`config.mk`:
```
export PLATFORM = sky130hd
export DESIGN_NAME = alu_cmd_issuer
export DESIGN_NICKNAME = d
export VERILOG_FILES = /design/src/rtl/alu_cmd_issuer.sv
export SDC_FILE = /design/constraint.sdc
export NUM_CORES = 1
export LEC_CHECK = 0
export CORE_ASPECT_RATIO = 1.1
export CORE_UTILIZATION = 30
export DETAILED_ROUTE_END_ITERATION = 16
export PLACE_DENSITY = 0.53
export SYNTH_ARGS = -nofsm -noshare
export SYNTH_HDL_FRONTEND = slang
export SYNTH_SLANG_ARGS = --single-unit
export TNS_END_PERCENT = 20
```
`constraint.sdc`:
```
create_clock -name clk -period 3.53 [get_ports clk]
set_clock_uncertainty 0.2 [all_clocks]
set_input_delay 0.353 -clock clk [delete_from_list [all_inputs] [get_ports clk]]
set_output_delay 0.353 -clock clk [all_outputs]
set_load 0.05 [all_outputs]
```
`src/rtl/alu_cmd_issuer.sv`:
```
// alu_cmd_issuer: registers tagged commands into a combinational alu and returns in-order tagged responses
module alu_cmd_issuer #(
    parameter int DATA_WIDTH = 32,
    parameter int TAG_WIDTH  = 4,
    parameter int RSP_DEPTH  = 4
) (
    input  logic                  clk,
    input  logic                  rst,
    input  logic                  cmd_valid,
    output logic                  cmd_ready,
    input  logic [DATA_WIDTH-1:0] cmd_a,
    input  logic [DATA_WIDTH-1:0] cmd_b,
    input  logic [2:0]            cmd_op,
    input  logic [TAG_WIDTH-1:0]  cmd_tag,
    output logic [DATA_WIDTH-1:0] alu_a,
    output logic [DATA_WIDTH-1:0] alu_b,
    output logic [2:0]            alu_sel,
    input  logic [DATA_WIDTH-1:0] alu_result,
    input  logic                  alu_zero,
    output logic                  rsp_valid,
    input  logic                  rsp_ready,
    output logic [DATA_WIDTH-1:0] rsp_result,
    output logic                  rsp_zero,
    output logic [TAG_WIDTH-1:0]  rsp_tag,
    output logic [31:0]           ops_done
);
    localparam int PW = $clog2(RSP_DEPTH);
    typedef enum logic {IDLE, EXEC} state_t;
    state_t state, state_next;
    logic [TAG_WIDTH-1:0] tag;
    logic [PW-1:0] wr_ptr, rd_ptr;
    logic [PW:0] count;
    logic [DATA_WIDTH+TAG_WIDTH:0] mem [RSP_DEPTH];
    logic accept, push, pop;
    assign push = state == EXEC;
    assign pop = rsp_valid && rsp_ready;
    assign cmd_ready = !rst && (int'(count) + int'(push)) < RSP_DEPTH;
    assign accept = cmd_valid && cmd_ready;
    assign rsp_valid = count != '0;
    assign {rsp_result, rsp_zero, rsp_tag} = mem[rd_ptr];
    always_comb state_next = accept ? EXEC : IDLE;
    always_ff @(posedge clk) begin
        if (rst) begin
            state    <= IDLE;
            alu_a    <= '0;
            alu_b    <= '0;
            alu_sel  <= '0;
            tag      <= '0;
            wr_ptr   <= '0;
            rd_ptr   <= '0;
            count    <= '0;
            ops_done <= '0;
        end else begin
            state <= state_next;
            if (accept) begin
                alu_a   <= cmd_a;
                alu_b   <= cmd_b;
                alu_sel <= cmd_op;
                tag     <= cmd_tag;
            end
            if (push) begin
                wr_ptr   <= wr_ptr + 1'b1;
                ops_done <= ops_done + 32'd1;
            end
            if (pop) rd_ptr <= rd_ptr + 1'b1;
            count <= count + (PW+1)'(push) - (PW+1)'(pop);
        end
    end
    always_ff @(posedge clk) begin
        if (push) mem[wr_ptr] <= {alu_result, alu_zero, tag};
    end
endmodule

```
# After elaboration in Yosys (flattened, before gate mapping)
# Memories as Yosys holds them, arrays and structs flattened. A register that Yosys moved wholly into a read port is not among the register bits.
# Cells that the tools add are included.
[word_totals] out_inout_bits=138 mem_count=1 ff_bits=111 input_bits=108 ramBits=148 word_cells=27
[op_classes] magnitude_cmp=1 addsub=6 reduce_logical=5 mux=5
[mem_list] memory="mem" words=4 word_bits=37 read_ports=1 rd_ports_with_merged_regs=1 write_ports=1 line_no="33" rtl="logic [DATA_WIDTH+TAG_WIDTH:0] mem [RSP_DEPTH];"
[ops] cell="adder 32 x 1 -> 32 bit (second input constant)" count=1
[ops] cell="adder 2 x 1 -> 2 bit (second input constant)" count=2
[ops] cell="adder 3 x 1 -> 4 bit" count=1
[ops] cell="< comparator 4 x 3 -> 1 bit (second input constant)" count=1
[ops] cell="two-way mux 2 bit" count=2
[ops] cell="adder 3 x 1 -> 3 bit" count=1
[ops] cell="logical AND 1 bit" count=3
[ops] cell="two-way mux 1 bit" count=3
[ops] cell="nonzero test 3 bit" count=1
[ops] cell="subtractor 3 x 1 -> 3 bit" count=1
[ops] cell="zero test 1 bit" count=1

# Longest topological paths before layout
# Gate-level depths: netlist of the first run.
[logic_depth] word_depth=5 mapped_depth=9 ltp_nobuf=8

# Least setup slack after synthesis of the first run
# Ideal clock, no wire load.
[synth_path] path_kind="flip-flop to output port" from="reg count[1]" to="out cmd_ready" n_path_buf=2 slack_ps=968 arrival_ps=2009 path_stages_with_launch=7 required_ps=2977 path_cell_list="dfxtp_1 > ha_1 > o211a_1 > o22a_1 > clkbuf_1 > clkbuf_1 > nor2_1"
[synth_between] elab_chain_len=3
[synth_rtl] element="start, declared" line_no="32" rtl="logic [PW:0] count;"
[synth_rtl] element="start signal, assigned" line_no="66" rtl="count <= count + (PW+1)'(push) - (PW+1)'(pop);"
[synth_rtl] element="adder 3 x 1 -> 4 bit" line_no="37" rtl="assign cmd_ready = !rst && (int'(count) + int'(push)) < RSP_DEPTH;"
[synth_rtl] element="< comparator 4 x 3 -> 1 bit" line_no="37"
[synth_rtl] element="logical AND 1 bit" line_no="37"
[synth_rtl] element="end, declared" line_no="10" rtl="output logic cmd_ready,"
# No other way between the ends.

==> results of run 1 <==
-- layout by cell type (no fill, tap or decap), types with 12 or more instances in the layout --
cell type          n
nand2_1           83
o211ai_1          71
xnor2_1           12
nand3_1           79
clkbuf_16         29
nor2_1            21
nand4_1           14
buf_4             16
a21oi_1           13
mux4_2            37
dfxtp_1          111
clkdlybuf4s50_1  244
edfxtp_1         148
-- worst max-delay path by stage --
| stage | startpoint | endpoint | slack, ns | depth (start not counted) |
|---|---|---|---|---|
| after floorplan | count[1] | cmd_ready | 0.97 | 6 |
| after global placement | flip-flop | rsp_result[29] | 0.92 | 3 |
| after detailed placement | flip-flop | rsp_result[29] | 0.91 | 3 |
| after CTS | flip-flop | rsp_result[29] | 0.33 | 3 |
| after global routing | flip-flop | rsp_tag[2] | 0.30 | 3 |
| final | flip-flop | rsp_tag[0] | 0.42 | 3 |
-- routing by layer --
metal,vias to the layer above,global-route usage [%],wire [um]
met2,217,24.5,12400
met4,0,4.09,435
met1,3434,19.1,11300
li1,3354,-,-
met3,33,4.38,1980
met5,-,0,0
-- sequential cells by signal, summed over array words and instances, names as in the netlist, named ones only --
signal,flops
mem,148
alu_b,32
alu_sel,3
alu_a,32
rd_ptr,2
count,3
ops_done,32
tag,4
wr_ptr,2
push,1
-- cell type report --
| class | count | share of cell area (%) |
|---|---|---|
| flip-flops and latches | 261 | 47.7 |
| multi-input cells | 421 | 22.4 |
| repair buffers | 264 | 18.8 |
| clock buffers | 32 | 5.31 |
| well taps | 432 | 3.84 |
| clock inverters | 20 | 1.60 |
| inverters | 11 | 0.294 |
| diodes | 1 | 0.0178 |
-- through the flow --
stage | std cells | hold WS (ns) | util, % | power (mW) | worst slack [ns]
floorplan | 750 | 0.252 | - | 5.42 | 0.968
global placement | 1389 | 0.266 | 39.4 | 6.39 | 0.923
detailed placement | 1389 | 0.276 | 39.4 | 6.40 | 0.913
CTS | 1441 | 0.134 | 42.4 | 9.48 | 0.328
global route | 1442 | 0.141 | 42.4 | 9.74 | 0.299
finish | 1442 | 0.160 | 42.4 | 9.34 | 0.425
-- kinds of logic after synthesis --
kind of cell	share of synthesized area, %
adders and majority gates	1.19
AOI/OAI and AO/OA	8.14
DFF	66.4
xor gates and xnor gates	1.39
muxes	8.45
and+or+nand+nor	11.8
buffers and inverters	2.65
-- power groups by stage --
stage / combinational (mW) / sequential [mW] / clock, mW
after detailed placement: 2.76 / 3.64 / 0
after CTS: 2.77 / 3.57 / 3.13
after global routing: 2.89 / 3.60 / 3.25
final: 2.72 / 3.57 / 3.04
after floorplan: 1.47 / 3.95 / 0
after global placement: 2.76 / 3.63 / 0
-- critical path, stage by stage (launching register included) --
cell and delay [ns]:
dfxtp_2 0.71, buf_12 0.25, mux4_2 0.30, clkdlybuf4s50_1 0.75
==> results.toml, run 1 <==
[clock_tree]
cts_sinks = 261
post_cts_buffers = 0
post_cts_resized = 0
worstSkewPairLatency_ns = 0.53
cts.path.max_buffers = 3
postCtsHoldBufs = 0
root_buffer = "clkbuf_16"
path_clk_slew_ns = 0.06
cts_tree = "done"
cts_buffers = 28
clock_tree.htree_level_count = 1

[global_route]
grt_pass1_wl_um = 40800
grt_max_degree = 72
antenna_found_initial = 1
grt_usage_pct = 15.0
grt-ovfl-total = 0
first_global_vias = 7191

[critical_path]
worstSetupEndpointType = "primary output"
critPathMaxFanout = 19
r2r-start = "ops_done[3]"
cp.arrival_ns = 2.55
critical_path_class = "reg -> out"
reg2reg_depth = 4
r2r_end = "ops_done[31]"
worstPathRequired_ns = 2.98
r2r_setup_slack_ns = 0.95
crit_path_start_kind = "flip-flop"

[cells_and_area]
multi_input_comb_area_mm2 = 0.00315
nNetsFinal = 1104
fillers = 3108
area_delta_synth_final_pct = 39.2
seqCellArea_mm2 = 0.00671
design_area_mm2 = 0.0141
layout-drive-gt1-share_pct = 12.4

[worst_hold_path]
worst_hold_path_type = "in -> reg"
holdPathEnd = "alu_a[3]"
hold_path_startpoint = "cmd_a[3]"
whs_path_depth = 3

[power_and_ir_drop]
p_leak_nw = 4.86
ir_drop_mv = 0.386
p_switching_mw = 3.08
switching_share_pct = 33.0
p_int_mw = 6.26
seq_power_share_pct = 38.2
p_comb_share_pct = 29.2
clkPwrFrac_pct = 32.6
p_per_area_mw_per_mm2 = 664

[route]
antenna_left = 0
drt_wl_total_um = 26100
avgRoutedWirePerCell_um = 18.1
viasPerCell = 4.88
drtIter0Drc = 298
drt-pass1-iter-count = 4
vias = 7038
drc = 0

[timing]
setup_viol = 0
worst_pin_slew_ns = 0.755
hold_violations = 0
setup_tns_ns = 0
slew_violations = 0
min_period_ns = 3.11
slew_headroom_pct = 49.7
rsz0062_at_grt = "no"
min_period_over_period_pct = 88.0
max_freq_mhz = 322

[yosys]
yosys-top-cells-count = "edfxtp_1, dfxtp_1, nand2_1, nand3_1, o211ai_1"
yosysWarnings = 0
syn_avg_cell_area_um2 = 13.5
yosysSeqAreaShare_pct = 66.4
synthesis.nets = 867
post-synth-top-count-cell = "edfxtp_1"
synth_top_area_share_pct = 44.0
synthCells = 750
ys.flop_type = "edfxtp_1"
syn_area_mm2 = 0.0101
yosys-top-cells-area = "edfxtp_1, dfxtp_1, mux4_2, o211ai_1, nand3_1"
yosysTopAreaCell = "edfxtp_1"
async_flop_share_pct = 0
synth_edf_count = 148
yosysUniqueCellTypes = 41
synth-seq-cells = 261

[placement]
finalWeightedCongestion = 0.738
hpwl_um = 16800
place.port_buffers = 245
place_area_mm2 = 0.0131

[status]
outcome = "complete, no violations"

[floorplan]
row_count = 70
initial_utilization_pct = 30.4
fp.dieH_um = 194
core_mm2 = 0.0332
dieArea_mm2 = 0.0344
ioPinCount = 246
die_width_um = 177

[flow_run]
drv_cap = 0
(Power assumes the default switching activity.)
==> run 2, diff against run 1 <==
--- a/config.mk
+++ b/config.mk
@@ -5,10 +5,11 @@
 export SDC_FILE = /design/constraint.sdc
 export NUM_CORES = 1
 export LEC_CHECK = 0
+export ABC_AREA = 1
 export CORE_ASPECT_RATIO = 1.1
 export CORE_UTILIZATION = 30
 export DETAILED_ROUTE_END_ITERATION = 16
-export PLACE_DENSITY = 0.53
+export PLACE_DENSITY = 0.6
 export SYNTH_ARGS = -nofsm -noshare
 export SYNTH_HDL_FRONTEND = slang
 export SYNTH_SLANG_ARGS = --single-unit
==> run 2 against run 1 <==
Worst setup slack got worse by 0.20 ns. Combinational power about the same. Cell count is 28% higher. Register-to-register slack improved by 0.27 ns. Non-clock buffer count fell by 2. Utilization down 0.63 points. Count of clock-buffer cells in the layout increased by 10. Critical endpoint is now rsp_result[13]. Largest power group unchanged.
==> results.toml, run 2 <==
[status]
outcome = "complete, no violations"

[timing]
min_period_over_period_pct = 93.5
slew_violations = 0
whs_ns = 0.194
setup_tns_ns = 0
worst_pin_slew_ns = 0.724
slew_headroom_pct = 51.8
min_period_ns = 3.30
rsz0062_at_grt = "no"
hold_violations = 0
setup_ws_ns = 0.228
setup_viol = 0
max_freq_mhz = 303

[power_and_ir_drop]
p_leak_nw = 5.60
power_mw = 9.22
ir_drop_mv = 0.404
p_per_area_mw_per_mm2 = 642

[yosys]
yosysUniqueCellTypes = 25
synth_mux_area_share_pct = 0
syn_area_mm2 = 0.0106
synthesis.nets = 1264
synth_top_family_by_area = "simple AND/OR/NAND/NOR gates"
synth_xor_area_share_pct = 0.332
synthCells = 1147
syn_avg_cell_area_um2 = 9.20
ys.flop_type = "edfxtp_1"
yosysWarnings = 0
post-synth-top-count-cell = "nor2_1"
synth-simple-area-share_pct = 21.1
synth-seq-cells = 261
yosysSeqAreaShare_pct = 63.5
synth_edf_count = 148
yosys-top-cells-area = "edfxtp_1, dfxtp_1, nor2_1, nand2_1, inv_1"
synthAdderAreaFrac_pct = 1.14
async_flop_share_pct = 0
yosysTopAreaCell = "edfxtp_1"
yosys-top-cells-count = "nor2_1, nand2_1, edfxtp_1, inv_1, dfxtp_1"
synth_top_area_share_pct = 42.1
synth_compound_area_share_pct = 7.10

[clock_tree]
root_buffer = "clkbuf_16"
post_cts_buffers = 0
post_cts_resized = 0
cts_buffers = 29
clock_tree.htree_level_count = 1
cts_tree = "done"
postCtsHoldBufs = 0
cts.path.max_buffers = 3
cts_sinks = 261
path_clk_slew_ns = 0.06
worstSkewPairLatency_ns = 0.53

[floorplan]
row_count = 71
die_width_um = 181
initial_utilization_pct = 30.7
core_mm2 = 0.0344
dieArea_mm2 = 0.0359
ioPinCount = 246
fp.dieH_um = 199

[placement]
pre_cts_slack_ns = 0.758
place.port_buffers = 245
place_inst = 1795
hpwl_um = 17200
place_area_mm2 = 0.0134
finalWeightedCongestion = 0.781

[critical_path]
critical-path-slowest-cell = "clkdlybuf4s50_1"
critical_path_class = "reg -> out"
worstSetupEndpointType = "primary output"
cp_cell_sequence = "buf_4 > o21ai_0 > o22ai_1 > clkdlybuf4s50_1"
crit_path_start_kind = "flip-flop"
cp_num_buf_inv = 2
critPathMaxFanout = 17
path_depth = 4
reg2reg_depth = 9
cp_slowest_stage_delay_ns = 0.84
crit_family = "buffers and inverters"
worstPathRequired_ns = 2.98
cp.arrival_ns = 2.75

[cells_and_area]
nNetsFinal = 1505
mostFrequentLayoutCells = "nor2_1, clkdlybuf4s50_1, nand2_1, edfxtp_1, inv_1"
regMostFlops = "mem"
largest_register_ffs = 148
n_antenna_cell = 0
layout.cells.non_filler = 1848
seqCellArea_mm2 = 0.00671
final_common_cell = "nor2_1"
layout-drive-gt1-share_pct = 5.82
fillers = 3309
final_core_util_pct = 41.7
area_delta_synth_final_pct = 35.9
multi_input_comb_area_mm2 = 0.00313
design_area_mm2 = 0.0143

[route]
drtIter0Drc = 341
vias = 8187
antenna_left = 0
drt-pass1-iter-count = 5
drc = 0
viasPerCell = 4.43
drt_wl_total_um = 26300
avgRoutedWirePerCell_um = 14.2

[global_route]
grt_pass1_wl_um = 41500
antenna_found_initial = 0
grt-ovfl-total = 0
grt_max_degree = 75
grt_usage_pct = 14.4
first_global_vias = 8035

[worst_hold_path]
worst_hold_path_type = "in -> reg"
whs_path_depth = 3

[flow_run]
drv_cap = 0
==> run 2: changes by cell type in the layout (fill, tap and decap cells not counted), moves of 51 or more <==
cell,before,now
inv_1,9,114
nor2_1,21,286
o211ai_1,71,0
nand3_1,79,28
o21ai_0,5,86
nand2_1,83,228
==> run 2: final cells by class <==
cell class | instances | share of cell area, %
repair buffers | 262 | 18.0
clock inverters | 11 | 0.924
flip-flops and latches | 261 | 46.7
inverters | 117 | 3.06
clock buffers | 42 | 5.61
well taps | 438 | 3.82
multi-input cells | 717 | 21.8
==> run 2: worst reg2reg max path, stage by stage (launching register included) <==
cell	delay (ns)
dfxtp_1	0.42
nor2_1	0.08
a21boi_0	0.37
ha_1	0.32
inv_1	0.06
ha_1	0.13
inv_1	0.05
fa_1	0.37
xnor2_1	0.16
nor2_1	0.05
==> run 2: logic make-up (layout without fill, tap and decap cells) <==
| kind of cell | count (synthesis) | after routing |
|---|---|---|
| AOI/OAI and AO/OA | 140 | 140 |
| xor gates and xnor gates | 4 | 4 |
| adders and majority gates | 9 | 9 |
| buffers and inverters | 169 | 432 |
| DFF | 261 | 261 |
| and+or+nand+nor | 564 | 564 |
==> run 2: path summary, 6_finish.rpt <==
| kind | startpoint | end | slack [ns] |
|---|---|---|---|
| worst max-delay path | flip-flop | rsp_result[13] | 0.23 |
| worst min-delay path | cmd_b[2] | alu_b[2] | 0.19 |
| worst min register to register | rd_ptr[1] | rd_ptr[1] | 0.27 |
| worst max register to register | count[1] | count[2] | 1.22 |
==> run 2: per-layer routing <==
metal / up-vias / global-route usage, % / part of all wire, %
met5: - / 0 / 0
met4: 0 / 4.43 / 2.2
met3: 45 / 5.09 / 9.9
met2: 262 / 25.2 / 47
met1: 3699 / 16.5 / 41
li1: 4181 / - / -
==> run 2: report_power, final <==
group	internal [mW]	switching [mW]	total, mW	leakage [nW]
clock	1.79	1.16	2.95	0.454
sequential	3.43	0.109	3.54	2.27
combinational	0.861	1.86	2.73	2.87
total	6.08	3.13	9.22	5.60
==> run 3, diff against run 2 <==
--- a/config.mk
+++ b/config.mk
@@ -5,7 +5,7 @@
 export SDC_FILE = /design/constraint.sdc
 export NUM_CORES = 1
 export LEC_CHECK = 0
-export ABC_AREA = 1
+export ABC_AREA = 0
 export CORE_ASPECT_RATIO = 1.1
 export CORE_UTILIZATION = 30
 export DETAILED_ROUTE_END_ITERATION = 16
==> run 3 against run 2 <==
Sequential power barely moved. Cell count fell by 22%. First-iteration DRC count rose by 15%. Combinational power barely moved. Die area fell by 4.3%. Maximum frequency rose by 6.0%. Power fell by 0.28%. Clock power fell by 1%. Non-clock buffer count fell by 1. Count of clock-buffer cells in the layout fell by 7. Critical path type unchanged. Highest routed layer unchanged.
==> results.toml, run 3 (synthesized netlist as in run 1, its figures left out) <==
[timing]
hold_violations = 0
worst_pin_slew_ns = 0.857
min_period_ns = 3.12
slew_headroom_pct = 42.8
setup_viol = 0
rsz0062_at_grt = "no"
setup_ws_ns = 0.414
setup_tns_ns = 0
min_period_over_period_pct = 88.3
max_freq_mhz = 321
slew_violations = 0

[cells_and_area]
final_common_cell = "clkdlybuf4s50_1"
layout-drive-gt1-share_pct = 12.0
mostFrequentLayoutCells = "clkdlybuf4s50_1, edfxtp_1, dfxtp_1, nand2_1, nand3_1"
nNetsFinal = 1101
area_delta_synth_final_pct = 38.4
largest_register_ffs = 148
regMostFlops = "mem"
layout.cells.non_filler = 1439

[route]
avgRoutedWirePerCell_um = 17.7
drc = 0
antenna_left = 0
drtIter0Drc = 393
drt-pass1-iter-count = 4
drt_wl_total_um = 25500
vias = 7040
viasPerCell = 4.89

[floorplan]
initial_utilization_pct = 30.4
fp.dieH_um = 194
dieArea_mm2 = 0.0344
die_width_um = 177
core_mm2 = 0.0332
ioPinCount = 246
row_count = 70

[global_route]
grt-ovfl-total = 0
antenna_found_initial = 1
grt_usage_pct = 14.5
grt_max_degree = 73
first_global_vias = 7196
grt_pass1_wl_um = 39600

[critical_path]
r2r_setup_slack_ns = 0.92
timing.critical_path.to = "cmd_ready"
critPathMaxFanout = 6
worstPathRequired_ns = 2.98
cp-startpoint = "count[1]"
cp.arrival_ns = 2.56
r2r-start = "ops_done[3]"
worstSetupEndpointType = "primary output"
r2r_end = "ops_done[31]"
reg2reg_depth = 4
critical_path_class = "reg -> out"
crit_path_start_kind = "flip-flop"

[clock_tree]
cts_buffers = 28
clock_tree.htree_level_count = 1
post_cts_resized = 0
post_cts_buffers = 0
path_clk_slew_ns = 0.07
root_buffer = "clkbuf_16"
cts_tree = "done"
worstSkewPairLatency_ns = 0.54
cts.path.max_buffers = 3
cts_sinks = 261
postCtsHoldBufs = 0

[placement]
hpwl_um = 16100
place.port_buffers = 245
pre_cts_slack_ns = 0.944
place_inst = 1386
finalWeightedCongestion = 0.743

[worst_hold_path]
worst_hold_path_type = "in -> reg"
whs_path_depth = 2
hold_path_startpoint = "rst"

[flow_run]
drv_cap = 0

[power_and_ir_drop]
power_mw = 9.19
p_per_area_mw_per_mm2 = 658
p_leak_nw = 4.82
ir_drop_mv = 0.393

[status]
outcome = "complete, no violations"
==> run 3: changes by cell type in the layout (fill, tap and decap cells not counted), sizes merged, moves of 10 or more <==
cell | before | now
o211ai | 0 | 71
clkdlybuf4s50 | 233 | 244
mux4 | 0 | 37
o22ai | 37 | 1
buf | 29 | 17
nor2 | 294 | 22
nand3 | 28 | 80
o21ai | 86 | 5
inv | 117 | 12
nand2 | 229 | 83
or4 | 0 | 10
==> run 3: worst min path at each step <==
stage	endpoint	slack (ns)
2_1_floorplan	mem[0][10]	0.25
3_3_place_gp	alu_a[17]	0.27
3_5_place_dp	alu_a[17]	0.28
4_1_cts	ops_done[8]	0.05
5_1_grt	ops_done[2]	0.08
6_report	count[1]	0.06
==> run 3: power breakdown <==
part	internal (mW)	switching, mW	leakage (nW)	total (mW)
registers	3.43	0.119	2.27	3.55
logic	0.987	1.74	2.11	2.73
clock network	1.69	1.22	0.432	2.91
==> run 3: per-stage QoR <==
step,instance area (um2),hold slack (ns),utilization [%]
floorplan,10100,0.252,-
global placement,13100,0.273,39.3
detailed placement,13100,0.279,39.3
CTS,14000,0.0481,42.1
global route,14000,0.0830,42.1
finish,14000,0.0629,42.1
==> run 3: metal layers <==
metal | part of all wire [%] | vias to the layer above | GRT usage, %
li1 | - | 3345 | -
met4 | 1.5 | 0 | 3.35
met1 | 43 | 3442 | 18.1
met3 | 8.1 | 29 | 4.56
met5 | 0 | - | 0
met2 | 48 | 224 | 24.4
==> run 3: final cells by class <==
cell class | instances | area (um2)
Fill cell | 3053 | 19200
Tap cell | 432 | 541
Inverter | 11 | 41.3
Antenna cell | 1 | 2.50
Sequential cell | 261 | 6710
Multi-Input combinational cell | 421 | 3150
Timing Repair Buffer | 261 | 2610
Clock buffer | 35 | 768
Clock inverter | 17 | 154
==> run 3: critical path, stage by stage, from the launching register on <==
cell	delay, ns
dfxtp_1	0.37
ha_1	0.23
o211a_1	0.27
o22a_2	0.24
nor2_1	0.10
clkdlybuf4s50_1	0.81
